### src/rtl/latch_reader.sv
// Samples an asynchronous writer-side latch: a synchronised fall of en captures data into a show-ahead FIFO.
// Optional build macro LATCH_READER_FILTER_EN requires en to stay low for two synchronised samples before capture.
module latch_reader #(
    parameter int unsigned DW    = 8,
    parameter int unsigned DEPTH = 4
) (
    input  logic                     clk,
    input  logic                     rst_n,
    input  logic                     en,
    input  logic [DW-1:0]            data,
    input  logic                     rd_ready,
    output logic                     rd_valid,
    output logic [DW-1:0]            rd_data,
    output logic [$clog2(DEPTH):0]   count,
    output logic                     overflow,
    input  logic                     ovf_clr
);

    localparam int unsigned AW = $clog2(DEPTH);
    localparam int unsigned CW = AW + 1;
    localparam logic [CW-1:0] FULL_CNT = CW'(DEPTH);

    logic          r_sync1;
    logic          r_sync2;
    logic          r_en_d;
    logic          w_close;

    logic [DW-1:0] r_mem [DEPTH];
    logic [AW-1:0] r_wr_ptr;
    logic [AW-1:0] r_rd_ptr;
    logic [CW-1:0] r_count;
    logic [CW-1:0] w_count_nxt;
    logic          r_overflow;

    logic          w_empty;
    logic          w_full;
    logic          w_pop;
    logic          w_push;
    logic          w_drop;

    always_ff @(posedge clk or negedge rst_n) begin
        if (!rst_n) begin
            r_sync1 <= 1'b0;
            r_sync2 <= 1'b0;
            r_en_d  <= 1'b0;
        end else begin
            r_sync1 <= en;
            r_sync2 <= r_sync1;
            r_en_d  <= r_sync2;
        end
    end

`ifdef LATCH_READER_FILTER_EN
    logic r_en_d2;

    always_ff @(posedge clk or negedge rst_n) begin
        if (!rst_n) begin
            r_en_d2 <= 1'b0;
        end else begin
            r_en_d2 <= r_en_d;
        end
    end

    // High, then low on two consecutive synchronised samples.
    assign w_close = r_en_d2 & ~r_en_d & ~r_sync2;
`else
    assign w_close = r_en_d & ~r_sync2;
`endif

    assign w_empty = (r_count == '0);
    assign w_full  = (r_count == FULL_CNT);
    assign w_pop   = ~w_empty & rd_ready;
    // A pop frees the slot the full-FIFO push lands in, so both are accepted.
    assign w_push  = w_close & (~w_full | w_pop);
    assign w_drop  = w_close & w_full & ~w_pop;

    always_comb begin
        w_count_nxt = r_count;
        if (w_push && !w_pop) begin
            w_count_nxt = r_count + CW'(1);
        end else if (!w_push && w_pop) begin
            w_count_nxt = r_count - CW'(1);
        end
    end

    always_ff @(posedge clk) begin
        if (w_push) begin
            r_mem[r_wr_ptr] <= data;
        end
    end

    always_ff @(posedge clk or negedge rst_n) begin
        if (!rst_n) begin
            r_wr_ptr   <= '0;
            r_rd_ptr   <= '0;
            r_count    <= '0;
            r_overflow <= 1'b0;
        end else begin
            if (w_push) begin
                r_wr_ptr <= r_wr_ptr + AW'(1);
            end
            if (w_pop) begin
                r_rd_ptr <= r_rd_ptr + AW'(1);
            end
            r_count <= w_count_nxt;
            if (w_drop) begin
                r_overflow <= 1'b1;
            end else if (ovf_clr) begin
                r_overflow <= 1'b0;
            end
        end
    end

    assign rd_valid = ~w_empty;
    assign rd_data  = w_empty ? '0 : r_mem[r_rd_ptr];
    assign count    = r_count;
    assign overflow = r_overflow;

endmodule

### config.mk
export PLATFORM = sky130hd
export DESIGN_NAME = latch_reader
export DESIGN_NICKNAME = d
export VERILOG_FILES = /design/src/rtl/latch_reader.sv
export SDC_FILE = /design/constraint.sdc
export NUM_CORES = 1
export LEC_CHECK = 0
export CORE_MARGIN = 3
export CORE_UTILIZATION = 35
export CTS_BUF_LIST = sky130_fd_sc_hd__clkbuf_4
export DETAILED_ROUTE_END_ITERATION = 10
export SLEW_MARGIN = 30
export SYNTH_ARGS = -nofsm -noshare
export SYNTH_HDL_FRONTEND = slang
export SYNTH_SLANG_ARGS = --single-unit
### constraint.sdc
create_clock -name clk -period 2.3 [get_ports clk]
set_input_delay 0.23 -clock clk [delete_from_list [all_inputs] [get_ports clk]]
set_output_delay 0.23 -clock clk [all_outputs]
set_load 0.1 [all_outputs]
# [Word level (Yosys, flattened, before mapping)]
# Memory sizes are Yosys's and may differ from the RTL's.
# Index checks and enable logic that the tools add are counted.
[totals] word_cells=37 memories=1 ram_bits=32 in_bits=13 reg_bits=11 output_inout_bits=13
[op_classes] n_bitwise=10 mux=7 n_eq_ne=1 n_addsub=4 n_reduce_logical=7
[mem_list] name="r_mem" depth=4 width=8 rd=1 rd_ports_with_merged_regs=0 write_ports=1 line_no="28" text="logic [DW-1:0] r_mem [DEPTH];"
[op_table] cell="2-to-1 mux 8 bit" count=1
[op_table] cell="2-to-1 mux 3 bit" count=2
[op_table] cell="bitwise AND 1 bit" count=5
[op_table] cell="adder 2 x 1 -> 2 bit (second input constant)" count=2
[op_table] cell="2-to-1 mux 1 bit" count=4
[op_table] cell="NOT 1 bit" count=4
[op_table] cell="nonzero test 2 bit" count=2
[op_table] cell="adder 3 x 1 -> 3 bit (second input constant)" count=1
[op_table] cell="equality test 3 bit (second input constant)" count=1
[op_table] cell="zero test 3 bit" count=1
[op_table] cell="subtractor 3 x 1 -> 3 bit (second input constant)" count=1
[op_table] cell="logical AND 1 bit" count=2
[op_table] cell="zero test 1 bit" count=2
[op_table] cell="OR 1 bit" count=1

# [Depth between registers and ports, before layout]
# Gate-level depths: netlist of the first run.
[depth] word_depth=9 depth_mapped=8 depth_no_buf=8

# [Worst setup path before layout of the first run]
# No wires, ideal clock.
[synth_timing] path_type="register to register" start="reg r_count[0], in the netlist count[0]" end="reg r_count[2], in the netlist count[2]" n_path_buf=0 required_ns=2.137 setup_slack_ns=-0.291 arrival_time_ns=2.428 setup_ns=0.163 stages_incl_launch_ff=9 period_less_slack_ns=2.591 path_cell_list="dfrtp_1 nor4b_4 nor3b_4 ha_1 inv_1 fa_1 xor2_1 nor2_1 xor2_1"
[synth_between] elab_chain_cells=8 word_cells_on_any_way=16 cone_classes="add/sub: 2; eq/ne: 1; mux: 2; bitwise: 5; reduce/logical: 6"
[synth_rtl] element="start, declared" line_no="31" text="logic [CW-1:0] r_count;"
[synth_rtl] element="start signal, assigned" line_no="105" text="r_count <= w_count_nxt;"
[synth_rtl] element="zero test 3 bit" line_no="70" text="assign w_empty = (r_count == '0);"
[synth_rtl] element="NOT 1 bit" line_no="72" text="assign w_pop = ~w_empty & rd_ready;"
[synth_rtl] element="bitwise AND 1 bit" line_no="72"
[synth_rtl] element="OR 1 bit *" line_no="74" text="assign w_push = w_close & (~w_full | w_pop);"
[synth_rtl] element="bitwise AND 1 bit *" line_no="74"
[synth_rtl] element="named net w_push" line_no="38" text="logic w_push;"
[synth_rtl] element="zero test 1 bit" line_no="81" text="end else if (!w_push && w_pop) begin"
[synth_rtl] element="logical AND 1 bit" line_no="81"
[synth_rtl] element="nonzero test 2 bit (no source line)"
# Mark *: on every way through the listed nets, which the timed path passes. The rest lies on a longest branch. The select of a mux whose other input is x is not followed.
# A chain may end at the register's enable or synchronous reset.

# [Worst setup path in the final report of the first run]
[layout_timing] start="reg r_count[0], in the netlist count[0]" end="reg r_count[2], in the netlist count[2]"
[layout_between] elab_chain_cells=8 word_cells_on_any_way=16 cone_classes="add/sub: 2; eq/ne: 1; mux: 2; bitwise: 5; reduce/logical: 6"
[layout_rtl] element="zero test 3 bit" line_no="70"
[layout_rtl] element="NOT 1 bit" line_no="72"
[layout_rtl] element="bitwise AND 1 bit" line_no="72"
[layout_rtl] element="OR 1 bit" line_no="74"
[layout_rtl] element="bitwise AND 1 bit" line_no="74"
[layout_rtl] element="zero test 1 bit" line_no="81"
[layout_rtl] element="logical AND 1 bit" line_no="81"
[layout_rtl] element="nonzero test 2 bit (no source line)"
# Several ways; a longest one is shown, not always the timed one. The select of a mux whose other input is x is not followed.

==> results of run 1 <==
[cell usage in the layout (no fill, tap or decap)]
| master | count |
|---|---|
| mux4_2 | 8 |
| or3_4 | 1 |
| clkdlybuf4s50_1 | 12 |
| buf_4 | 10 |
| o21ai_1 | 1 |
| and2_1 | 4 |
| nand2_1 | 1 |
| dfrtp_2 | 3 |
| dfrtp_1 | 8 |
| clkinv_2 | 1 |
| nor4b_4 | 1 |
| mux2_4 | 1 |
| fa_1 | 1 |
| xor2_1 | 2 |
| xnor2_1 | 4 |
| mux2_1 | 1 |
| ha_1 | 5 |
| clkbuf_4 | 7 |
| nor2_1 | 1 |
| nand3_2 | 1 |
| and2_2 | 8 |
| edfxtp_1 | 32 |
| buf_12 | 8 |
| nand3b_1 | 1 |
| inv_1 | 4 |
| nor3b_4 | 1 |
[through the flow]
stage | utilization | std cells | hold slack, ns | setup WS (ns)
floorplan | - | 92 | -0.06559 | 0.04890
global placement | 0.4577 | 186 | 0.3318 | 0.1184
detailed placement | 0.4577 | 186 | 0.3358 | 0.06670
CTS | 0.4696 | 194 | 0.2205 | 0.1752
global route | 0.4696 | 194 | 0.2348 | 0.03059
finish | 0.4696 | 194 | 0.2097 | 0.1663
[worst paths after layout]
check | from | end | slack, ns | depth (start not counted)
hold reg to reg | r_sync1 | r_sync2 | 0.36 | 0
min in group clk | en | r_sync1 | 0.31 | 1
setup / recovery | count[0] | count[2] | 0.17 | 8
setup reg to reg | count[0] | count[2] | 0.17 | 8
max in group asynchronous | rst_n | count[2] | 1.73 | 1
hold / removal | rst_n | r_en_d | 0.21 | 1
[kinds of logic (layout without fill, tap and decap cells)]
family,after synthesis,in the layout
multiplexers,10,10
buffers and inverters,7,42
adder cells (fa/ha/maj),6,6
XOR/XNOR,6,6
flip-flops,43,43
AND/OR/NAND/NOR,19,19
AO/OA/AOI/OAI,1,1
[critical path: stages (launching register included)]
cell and delay, ns:
dfrtp_2 0.48, or3_4 0.41, nand2_1 0.12, ha_1 0.19, inv_1 0.06, fa_1 0.37
xor2_1 0.15, nor2_1 0.12, xor2_1 0.16
[layout make-up]
cell class | count | area [µm²] | area share
clock buffer | 7 | 52.55 | 0.02323
clock inverter | 1 | 5.005 | 0.002212
inverter | 4 | 15.01 | 0.006637
multi-input combinational | 42 | 510.5 | 0.2257
sequential | 43 | 1240 | 0.5481
tap | 67 | 83.83 | 0.03706
timing repair buffer | 30 | 355.3 | 0.1571
[flip-flops by register name, indices dropped and copies added, names as in the netlist]
| register | flops |
|---|---|
| r_en_d | 1 |
| overflow | 1 |
| r_sync1 | 1 |
| r_rd_ptr | 2 |
| count | 3 |
| r_mem | 32 |
| r_sync2 | 1 |
| r_wr_ptr | 2 |
[routing by layer]
| layer | wire [µm] | global-route usage |
|---|---|---|
| met5 | 0 | 0 |
| met3 | 124 | 0.03169 |
| met2 | 1496 | 0.1744 |
| met4 | 55 | 0.06406 |
| met1 | 1139 | 0.1234 |
==> results.yml, run 1 <==
status:
  status: "complete, no violations"
clocking:
  cts_buffer_depth: 2
  cts_setup_buffers: 0
  cts_resized: 0
  worstSkewPairLatency_ns: 0.34
  clkSinkCount: 43
  root_buffer: "clkbuf_4"
  cts_buffers: 5
  cts_tree: "yes"
  cts.htree.levels: 2
  ctsHoldBuffers: 0
  clkTransAtPathRegs_ns: 0.11
final_layout:
  final_area_um2: 2262
  area_growth_pct: 27.14
  layout.nets: 145
  antenna_cells: 0
  drive_gt1_frac: 0.3937
  nFillCells: 427
flow_run:
  maxCapViolations: 0
synth:
  syn_area_per_cell_um2: 19.34
  synth_commonest_cells: "edfxtp_1 (32), and2_1 (12), dfrtp_1 (11)"
  synth-edff-count: 32
  synthFlopType: "edfxtp_1"
  synth_area_um2: 1779
  synth.most_common_cell: "edfxtp_1"
  synth_top_area_frac: 0.5401
  synth_fp_nets: 111
  synth_xor_xnor_area_share: 0.02954
  async_flop_share: 0.2558
  synth_fa_ha_area_frac: 0.04641
  netlist_instances: 92
  synth-seq-cells: 43
  synth_compound_area_frac: 0.002813
  muxShareOfSynthArea: 0.1160
  synth_top_area_cell: "edfxtp_1"
  synth_top_family_by_area: "multiplexers"
  yosys.area_share.simple: 0.08650
  ys_types: 21
  ys_warn_count: 0
  synth_area_leaders: "edfxtp_1 (54%), dfrtp_1 (15%), mux4_2 (10%), and2_1 (4.2%), ha_1 (3.5%)"
  ys_seq_area_frac: 0.6948
global_routing:
  grt_max_degree: 13
  antenna_found_initial: 0
  grt_pass1_vias: 916
  grt-ovfl-total: 0
  grt_usage: 0.1068
  grt_pass1_wl_mm: 4.643
setup_path:
  arrival_ns: 2.40
  worstPathRequired_ns: 2.57
  startpoint_type: "flip-flop"
  cp_max_fo: 5
  critical_path_class: "flip-flop to flip-flop"
  critPathCaptureType: "flip-flop"
timing:
  tightest_slew_ns: 0.4999
  max_slew_margin: 0.6657
  period_needed_ns: 2.134
  finalSetupTns_ns: 0
  rsz0062_at_grt: "no"
  worst_clock_skew_ns: 0.004026
  fin_crit_sh: 0.9277
  timing.fmax_mhz: 468.7
  finalHoldViolations: 0
  drv_slew: 0
  setup_violations: 0
routing:
  drc_errors: 0
  drt_iter0_drc: 44
  routedWlPerCell_um: 14.52
  viasPerCell: 4.418
  wl_mm: 2.816
  vias: 857
  ant_nets: 0
  drtPass1Iterations: 4
min_path:
  min-delay-path-class: "input port to asynchronous set/reset pin"
floorplanning:
  io_pins: 26
  die_w_um: 77.30
  die-height_um: 77.30
  core_area_um2: 4817
  start_util: 0.3694
  die_area_um2: 5975
  num_rows: 25
place:
  gp_congestion: 0.6202
  placed_area_um2: 2205
  port_buffers: 25
  dp_hpwl_mm: 2.034
Power of run 1 is left out: the tool's default activity adds up to more than one toggle a clock period on the data nets, which glitch-free logic cannot reach.
==> run 2: changes to the inputs <==
- GPL_ROUTABILITY_DRIVEN: not set -> 0
- HOLD_SLACK_MARGIN: not set -> 0.05
==> results of run 2 <==
The final DEF is identical to that of run 1; final timing and power are the same.
Power of run 2 is left out for the same reason.
